[config.mk]
export PLATFORM = sky130hd
export DESIGN_NAME = flags_ctrl_flat
export DESIGN_NICKNAME = d
export VERILOG_FILES = /design/src/rtl/flags_ctrl_if.sv /design/src/rtl/flags_ctrl.sv /design/src/flat_wrapper.sv
export SDC_FILE = /design/constraint.sdc
export NUM_CORES = 1
export LEC_CHECK = 0
export ABC_AREA = 1
export ABC_CLOCK_PERIOD_IN_PS = 2300
export CAP_MARGIN = 20
export CORE_MARGIN = 2
export CORE_UTILIZATION = 30
export DETAILED_ROUTE_END_ITERATION = 8
export PLACE_DENSITY = 0.73
export SYNTH_ARGS = -nofsm -noshare
export SYNTH_HDL_FRONTEND = slang
export SYNTH_SLANG_ARGS = --single-unit
[constraint.sdc]
create_clock -name clk -period 2.3 [get_ports clk]
set_input_delay 0.46 -clock clk [delete_from_list [all_inputs] [get_ports clk]]
set_output_delay 0.46 -clock clk [all_outputs]
set_load 0.005 [all_outputs]
[src/rtl/flags_ctrl_if.sv]
// Stack port between the FLAGS controller and the stack/memory unit.
//   stk_req   : transfer request, held until stk_ack
//   stk_we    : 1 = push (write), 0 = pop (read)
//   stk_wdata : FLAGS value to push
//   stk_rdata : popped FLAGS value, valid with stk_ack
//   stk_ack   : transfer complete
// master = flags_ctrl, slave = stack unit.
interface flags_ctrl_if;
   logic        stk_req;
   logic        stk_we;
   logic [15:0] stk_wdata;
   logic [15:0] stk_rdata;
   logic        stk_ack;

   modport master (output stk_req, stk_we, stk_wdata, input stk_rdata, stk_ack);
   modport slave  (input stk_req, stk_we, stk_wdata, output stk_rdata, stk_ack);
endinterface

[src/rtl/flags_ctrl.sv]
// Architectural 16-bit FLAGS register.
// Layout {0,0,0,0,OF,DF,IF,TF,SF,ZF,0,AF,0,PF,0,CF}.
// Updates come from the ALU, single-bit control ops, or PUSHF/POPF via
// the stack port. Also owns the STI interrupt shadow.
// Ports:
//   clk, rst            : clock, synchronous active-high reset
//   alu_valid/kind      : ALU result strobe; kind 00 add, 01 sub, 10 logic, 11 pass
//   alu_a/b/result/cn   : operands, result, carry/borrow out
//   ctl_valid/ctl_op    : control op (CLC,STC,CMC,CLD,STD,CLI,STI,PUSHF,POPF)
//   instr_done          : one pulse per retired instruction
//   stk                 : stack port (master side)
//   busy                : stack transfer in progress; alu/ctl requests ignored
//   flag                : current FLAGS
//   int_en              : effective interrupt enable
module flags_ctrl #(
   parameter int unsigned WIDTH = 16
) (
   input  logic             clk,
   input  logic             rst,
   input  logic             alu_valid,
   input  logic [1:0]       alu_kind,
   input  logic [WIDTH-1:0] alu_a,
   input  logic [WIDTH-1:0] alu_b,
   input  logic [WIDTH-1:0] alu_result,
   input  logic             alu_cn,
   input  logic             ctl_valid,
   input  logic [3:0]       ctl_op,
   input  logic             instr_done,
   flags_ctrl_if.master     stk,
   output logic             busy,
   output logic [15:0]      flag,
   output logic             int_en
);

   localparam int unsigned CF = 0;
   localparam int unsigned PF = 2;
   localparam int unsigned AF = 4;
   localparam int unsigned ZF = 6;
   localparam int unsigned SF = 7;
   localparam int unsigned IF = 9;
   localparam int unsigned DF = 10;
   localparam int unsigned OF = 11;
   localparam logic [15:0] POP_MASK = 16'h0FD5;

   typedef enum logic [1:0] {S_IDLE, S_PUSH, S_POP} state_t;

   state_t      state, state_n;
   logic [15:0] flag_n;
   logic        shadow, shadow_n;
   logic        int_en_n;
   logic        req_n, we_n;
   logic [15:0] wdata_n;
   logic        sa, sb, sr;

   // Only sign bits and bit 4 of the operands feed the flags.
   logic unused_ops;
   assign unused_ops = ^{alu_a, alu_b};

   assign sa = alu_a[WIDTH-1];
   assign sb = alu_b[WIDTH-1];
   assign sr = alu_result[WIDTH-1];

   always_ff @(posedge clk) begin
      if (rst) begin
         state         <= S_IDLE;
         flag          <= '0;
         shadow        <= 1'b0;
         int_en        <= 1'b0;
         busy          <= 1'b0;
         stk.stk_req   <= 1'b0;
         stk.stk_we    <= 1'b0;
         stk.stk_wdata <= '0;
      end else begin
         state         <= state_n;
         flag          <= flag_n;
         shadow        <= shadow_n;
         int_en        <= int_en_n;
         busy          <= (state_n != S_IDLE);
         stk.stk_req   <= req_n;
         stk.stk_we    <= we_n;
         stk.stk_wdata <= wdata_n;
      end
   end

   always_comb begin
      state_n  = state;
      flag_n   = flag;
      shadow_n = shadow;
      req_n    = stk.stk_req;
      we_n     = stk.stk_we;
      wdata_n  = stk.stk_wdata;

      // Shadow only retires on an instr_done after the arming cycle; a
      // same-cycle STI/POPF below re-arms it.
      if (instr_done && shadow)
         shadow_n = 1'b0;

      unique case (state)
         S_IDLE: begin
            // ALU first, control op second so the control op wins conflicts.
            if (alu_valid) begin
               case (alu_kind)
                  2'b00, 2'b01: begin
                     flag_n[SF] = sr;
                     flag_n[ZF] = ~|alu_result;
                     flag_n[PF] = ~^alu_result;
                     flag_n[AF] = alu_a[4] ^ alu_b[4] ^ alu_result[4];
                     flag_n[CF] = alu_cn;
                     if (alu_kind == 2'b00)
                        flag_n[OF] = (sa == sb) && (sr != sa);
                     else
                        flag_n[OF] = (sa != sb) && (sr != sa);
                  end
                  2'b10: begin
                     flag_n[SF] = sr;
                     flag_n[ZF] = ~|alu_result;
                     flag_n[PF] = ~^alu_result;
                     flag_n[AF] = 1'b0;
                     flag_n[CF] = 1'b0;
                     flag_n[OF] = 1'b0;
                  end
                  default: ;
               endcase
            end
            if (ctl_valid) begin
               case (ctl_op)
                  4'd0: flag_n[CF] = 1'b0;
                  4'd1: flag_n[CF] = 1'b1;
                  4'd2: flag_n[CF] = ~flag[CF];
                  4'd3: flag_n[DF] = 1'b0;
                  4'd4: flag_n[DF] = 1'b1;
                  4'd5: begin
                     flag_n[IF] = 1'b0;
                     shadow_n   = 1'b0;
                  end
                  4'd6: begin
                     if (!flag[IF]) begin
                        flag_n[IF] = 1'b1;
                        shadow_n   = 1'b1;
                     end
                  end
                  4'd7: begin
                     state_n = S_PUSH;
                     req_n   = 1'b1;
                     we_n    = 1'b1;
                     wdata_n = flag_n;
                  end
                  4'd8: begin
                     state_n = S_POP;
                     req_n   = 1'b1;
                     we_n    = 1'b0;
                  end
                  default: ;
               endcase
            end
         end
         S_PUSH: begin
            if (stk.stk_ack) begin
               state_n = S_IDLE;
               req_n   = 1'b0;
            end
         end
         S_POP: begin
            if (stk.stk_ack) begin
               flag_n = stk.stk_rdata & POP_MASK;
               if (!flag[IF] && stk.stk_rdata[IF])
                  shadow_n = 1'b1;
               else if (!stk.stk_rdata[IF])
                  shadow_n = 1'b0;
               state_n = S_IDLE;
               req_n   = 1'b0;
            end
         end
         default: state_n = S_IDLE;
      endcase

      int_en_n = flag_n[IF] & ~shadow_n;
   end

endmodule

[src/flat_wrapper.sv]
// flat-port wrapper written by rule: the top's interface ports become plain ports
module flags_ctrl_flat 
#(
   parameter int unsigned WIDTH = 16
)
  (clk, rst, alu_valid, alu_kind, alu_a, alu_b, alu_result, alu_cn, ctl_valid, ctl_op, instr_done, busy, flag, int_en, stk_stk_req, stk_stk_we, stk_stk_wdata, stk_stk_rdata, stk_stk_ack);
  flags_ctrl_if stk_i ();
  input  logic clk;
  input  logic rst;
  input  logic alu_valid;
  input  logic [1:0] alu_kind;
  input  logic [WIDTH-1:0] alu_a;
  input  logic [WIDTH-1:0] alu_b;
  input  logic [WIDTH-1:0] alu_result;
  input  logic alu_cn;
  input  logic ctl_valid;
  input  logic [3:0] ctl_op;
  input  logic instr_done;
  output logic busy;
  output logic [15:0] flag;
  output logic int_en;
  output wire logic [$bits(stk_i.stk_req)-1:0] stk_stk_req;
  output wire logic [$bits(stk_i.stk_we)-1:0] stk_stk_we;
  output wire logic [$bits(stk_i.stk_wdata)-1:0] stk_stk_wdata;
  input wire logic [$bits(stk_i.stk_rdata)-1:0] stk_stk_rdata;
  input wire logic [$bits(stk_i.stk_ack)-1:0] stk_stk_ack;
  assign stk_stk_req = stk_i.stk_req;
  assign stk_stk_we = stk_i.stk_we;
  assign stk_stk_wdata = stk_i.stk_wdata;
  assign stk_i.stk_rdata = stk_stk_rdata;
  assign stk_i.stk_ack = stk_stk_ack;
  flags_ctrl #(.WIDTH(WIDTH)) u_core (.clk(clk), .rst(rst), .alu_valid(alu_valid), .alu_kind(alu_kind), .alu_a(alu_a), .alu_b(alu_b), .alu_result(alu_result), .alu_cn(alu_cn), .ctl_valid(ctl_valid), .ctl_op(ctl_op), .instr_done(instr_done), .stk(stk_i), .busy(busy), .flag(flag), .int_en(int_en));
endmodule
* Yosys cells after proc, flatten, opt, wreduce, memory -nomap -nowiden
Index checks and enable logic that the tools add are counted.
** Storage, ports and cells
- Logic and storage cells :: 100
- Flip-flop bits (word level) :: 25
** Cells by class
- Muxes and demuxes :: 39
- Reductions and logical operators :: 25
- Bitwise logic cells :: 5
- Eq/ne operators :: 20
** Operator list (number)
- 1-bit case mux with 2 select lines :: 12
- 4-bit by 3-bit == test with 1-bit output (second input constant) :: 4
- 1-bit two-way mux :: 16
- 16-bit OR reduction :: 1
- 16-bit XNOR reduction :: 1
- 12-bit two-way mux :: 1
- 2-bit case mux with 2 select lines :: 3
- 2-bit two-way mux :: 5
- 4-bit by 2-bit == test with 1-bit output (second input constant) :: 2
- 4-bit AND reduction :: 2
- 2-bit nonzero test :: 4
- 2-bit != test (second input constant) :: 3
- 3-bit case mux with 2 select lines :: 1
- 3-bit AND reduction :: 2
- 2-bit OR reduction :: 3
- 2-bit by 1-bit == test with 1-bit output (second input constant) :: 2
- 2-bit == test (second input constant) :: 2
- 4-bit by 1-bit == test with 1-bit output (second input constant) :: 1
- 4-bit == test (second input constant) :: 1
- 1-bit logical AND :: 4
- 2-bit zero test :: 2
- 4-bit zero test :: 1
- 2-bit AND reduction :: 2
- 3-bit != test (second input constant) :: 1
- 9 further kinds :: 13

* Depth between registers and ports, before layout
- Depth in word-level cells :: 8
- Mapped depth :: 12
- Gate-level depth less buffers :: 12

* Worst setup path after synthesis
No wires, ideal clock.
- Path type :: input -> register
- Start point :: in alu_result[15]
- End point :: reg u_core.flag[2]
- Cell stages on the path :: 10
- Arrival :: 1.466 ns
- Path slack :: 0.764 ns
- Cell sequence :: inv_1 -> ha_1 -> or2_1 -> nand2_1 -> nand2_1 -> nand2_1 -> nand2_1 -> nand3_1 -> nand3_1 -> a21oi_1
** Between the ends
- Cells in the longest elaborated chain, start to end :: 4
** RTL lines
- from (decl) :: line flat_wrapper.sv:14 : input logic [WIDTH-1:0] alu_result;
- 16-bit XNOR reduction :: line flags_ctrl.sv:106, flags_ctrl.sv:117
- 1-bit two-way mux
- 1-bit two-way mux :: line flags_ctrl.sv:101 : if (alu_valid) begin
- 1-bit case mux with 2 select lines :: line flags_ctrl.sv:98 : unique case (state)
- to (signal assigned) :: line flags_ctrl.sv:75 : flag <= flag_n;
- to (decl) :: line flags_ctrl.sv:31 : output logic [15:0] flag,
No other way between the ends.
A chain may end at the register's enable or synchronous reset.

* Final worst setup path
- Start point :: in alu_result[2]
- End point :: reg u_core.stk.stk_wdata[2]
** Between the ends
- Cells in the longest elaborated chain, start to end :: 3
** RTL lines
- 16-bit XNOR reduction :: line flags_ctrl.sv:106, flags_ctrl.sv:117
- 1-bit two-way mux
- 1-bit two-way mux :: line flags_ctrl.sv:101
- to (signal assigned) :: line flags_ctrl.sv:81 : stk.stk_wdata <= wdata_n;
- to (decl) :: line flags_ctrl_if.sv:15 : modport master (output stk_req, stk_we, stk_wdata, input stk_rdata, stk_ack);
No other way between the ends.

==> out/results.tsv <==
stage	metric	value	unit
routing	Antenna Nets Post-Route	0	
min_path	min-delay worst type	register to register	
yosys	gate count after technology mapping	268	
cells_and_area	fraction of final layout cells sized beyond drive strength 1	6.024	%
floorplanning	Die Span Y	80.14	µm
routing	detailed-routing iteration count for the pre-antenna-repair pass	4	
cells_and_area	final core utilization	43.93	%
floorplanning	Chip Width	80.14	µm
global_route	pin count of the biggest net entering global routing	16	
yosys	cell area after synthesis	0.001739	mm²
place	DP Wirelength	3.686	mm
cells_and_area	final std cell area, no fill	0.002434	mm²
clock_network	TritonCTS clock tree	done	
sta	Period Utilization, post-route	79.42	%
setup_path	Setup crit end kind	register	
yosys	prevailing post-synth register cell	sky130_fd_sc_hd__dfxtp_1	
clock_network	number of buffers inserted by post-CTS setup repair	0	
cells_and_area	nets@finish	421	
yosys	post-synthesis register bit count	25	
clock_network	clock slew seen by the registers of the worst setup and hold paths	0.09	ns
sta	final-layout setup total negative slack	0	ns
global_route	wire length of the first global-routing pass	6.941	mm
clock_network	deepest level of the CTS H-tree	1	
cells_and_area	leading cell type in the layout, fill and taps excluded	sky130_fd_sc_hd__nand2_1	
pwr	static leakage	1.167	nW
routing	via total after detailed routing	1798	
pwr	power density of the placed cells	422.1	mW/mm²
global_route	via count of the first global-routing pass	1551	
status	outcome	finished, final reports clean	
setup_path	largest fanout of any net on the critical path	3	
sta	count of endpoints failing hold in the final timing report	0	
routing	number of remaining DRC errors	0	
setup_path	critical path launch point type	input port	
yosys	area share of the largest cell type after synthesis	28.78	%
floorplanning	row count	27	
routing	number of DRC violations after detailed-routing iteration 0	128	
routing	wire length per cell	10.98	µm
clock_network	count of cells resized by post-cts repair	0	
sta	time the final worst path needs with I/O delays and setup	1.827	ns
yosys	number of library cell types mapped by synthesis	32	
sta	count of pins over their slew limit	0	
yosys	cell taking the most area after synthesis	sky130_fd_sc_hd__dfxtp_1	
yosys	sequential share of the synthesized area	28.78	%
run	Maximum Capacitance Violations	0	
floorplanning	# IOs	113	
pwr	worst voltage drop across the vdd grid	0.2209	mV
cells_and_area	number of diodes	0	
yosys	Syn. warnings	0	
floorplanning	core area	0.005540	mm²
routing	Detailed Route WL	4.434	mm
floorplanning	DIE AREA	0.006422	mm²
sta	f_max	0.5474	GHz
global_route	number of antenna violations at the first check in global routing	0	
setup_path	Crit path arrival time	2.00	ns
clock_network	clock latency on the worst-skew pair	0.27	ns
place	RD Place Congestion	0.8192	
sta	setup repair after global routing missed its margin	no	
yosys	cell types occupying the most area after synthesis	sky130_fd_sc_hd__dfxtp_1, sky130_fd_sc_hd__nand2_1, sky130_fd_sc_hd__inv_1	
cells_and_area	commonest cells after routing, fill and taps aside	sky130_fd_sc_hd__nand2_1, sky130_fd_sc_hd__clkdlybuf4s50_1, sky130_fd_sc_hd__inv_1	
global_route	global router's overall resource usage	13.77	%
clock_network	hold buffer count at cts	0	
clock_network	Max clock buf depth	2	
floorplanning	Initial Util	31.39	%
sta	total setup violations reported at the end of the flow	0	
clock_network	Clk Tree Root Cell	sky130_fd_sc_hd__clkbuf_8	
yosys	number of enable flip-flop cells after synthesis	0	
yosys	Synth async-reset ratio	0	%
clock_network	clk sink count	25	
sta	final clock skew	0.003472	ns
place	Post-Place Cell Area	0.002385	mm²
routing	Via density	4.450	
place	worst slack at placement	0.1821	ns
clock_network	TritonCTS buffer count	3	
setup_path	type of the setup path with the least slack	input port to register	
setup_path	CP Data Required Time	2.47	ns
place	number of input and output port buffers inserted	63	
sta	post-route worst setup slack	0.4733	ns
cells_and_area	Layout Area Growth over Synthesis	39.93	%
yosys	synthesized area per cell	6.489	µm²
global_route	residual overflow from global routing	0	
-- path summary, 6_finish.rpt --
check	startpoint	endpoint	slack [ns]	cells after the start
worst max-delay path	alu_result[2]	u_core.stk.stk_wdata[2]	0.47	13
worst min-delay path	u_core.stk.stk_we	u_core.stk.stk_we	0.47	2
worst max register to register	u_core.state[0]	u_core.int_en	0.53	10
worst min register to register	u_core.stk.stk_we	u_core.stk.stk_we	0.47	2
-- Yosys cell counts, types with 2 or more instances --
| cell type | n |
|---|---|
| sky130_fd_sc_hd__buf_6 | 2 |
| sky130_fd_sc_hd__xnor2_1 | 2 |
| sky130_fd_sc_hd__nor2_1 | 29 |
| sky130_fd_sc_hd__ha_1 | 11 |
| sky130_fd_sc_hd__a21oi_1 | 11 |
| sky130_fd_sc_hd__nor2_2 | 2 |
| sky130_fd_sc_hd__or2_1 | 2 |
| sky130_fd_sc_hd__nand3_1 | 8 |
| sky130_fd_sc_hd__nand4_1 | 3 |
| sky130_fd_sc_hd__nand2_1 | 65 |
| sky130_fd_sc_hd__o22ai_1 | 2 |
| sky130_fd_sc_hd__inv_1 | 42 |
| sky130_fd_sc_hd__nand2_2 | 2 |
| sky130_fd_sc_hd__dfxtp_1 | 25 |
| sky130_fd_sc_hd__o21ai_1 | 14 |
| sky130_fd_sc_hd__buf_4 | 14 |
| sky130_fd_sc_hd__o21ai_0 | 15 |
| sky130_fd_sc_hd__a31oi_1 | 2 |
| sky130_fd_sc_hd__inv_2 | 4 |
-- worst max-delay path, cell delays in order --
cell and delay [ns]:
sky130_fd_sc_hd__clkdlybuf4s50_1 0.46, sky130_fd_sc_hd__inv_1 0.05, sky130_fd_sc_hd__ha_1 0.33, sky130_fd_sc_hd__nand2_1 0.09, sky130_fd_sc_hd__inv_1 0.04, sky130_fd_sc_hd__nor2_1 0.09, sky130_fd_sc_hd__nand2_1 0.06, sky130_fd_sc_hd__nand2_1 0.07
sky130_fd_sc_hd__inv_1 0.04, sky130_fd_sc_hd__nand2_1 0.05, sky130_fd_sc_hd__nand3_1 0.09, sky130_fd_sc_hd__nand2_1 0.10, sky130_fd_sc_hd__a21oi_1 0.06
-- cell type report --
cell class	count	area (µm²)
Fill cell	575	3107
Clock inverter	1	7.507
Sequential cell	25	500.5
Timing Repair Buffer	64	638.1
Clock buffer	3	41.29
Tap cell	72	90.09
Multi-Input combinational cell	192	978.4
Inverter	47	177.7
-- per-stage QoR --
stage	power, mW	hold WS, ns	cells
after floorplan	0.6410	0.4527	281
after global placement	0.7602	0.4552	400
after detailed placement	0.7666	0.4598	400
after CTS	1.033	0.4739	404
after global routing	1.087	0.4958	404
final	1.027	0.4687	404
-- report_power, final --
group	internal (mW)	switching, mW
Combinational	0.152	0.141
Sequential	0.450	0.0127
Clock	0.123	0.148
-- state kept, by name, summed over array words and instances, names as in the netlist --
signal / flops
u_core.flag: 9
u_core.stk.stk_wdata: 9
u_core.stk.stk_we: 1
u_core.shadow: 1
u_core.busy: 1
u_core.stk.stk_req: 1
u_core.int_en: 1
u_core.state: 2
-- kinds of logic (layout without fill, tap and decap cells) --
logic type | after synthesis | in the layout | synth area share, %
DFF | 25 | 25 | 28.78
adders and majority gates | 11 | 11 | 7.914
AOI/OAI and AO/OA | 48 | 48 | 14.82
buffers and inverters | 64 | 115 | 17.77
xor gates and xnor gates | 3 | 3 | 1.511
and+or+nand+nor | 116 | 116 | 28.99
other | 1 | 14 | 0.2156
-- per-layer routing --
layer | routed length, µm | GRT usage [%] | vias to the layer above
met4 | 83 | 4.237 | 0
met5 | 0 | 0 | -
met3 | 268 | 2.921 | 8
met2 | 2228 | 23.42 | 59
li1 | - | - | 939
met1 | 1853 | 17.34 | 792
No activity file was read; power rests on OpenSTA's default activity.
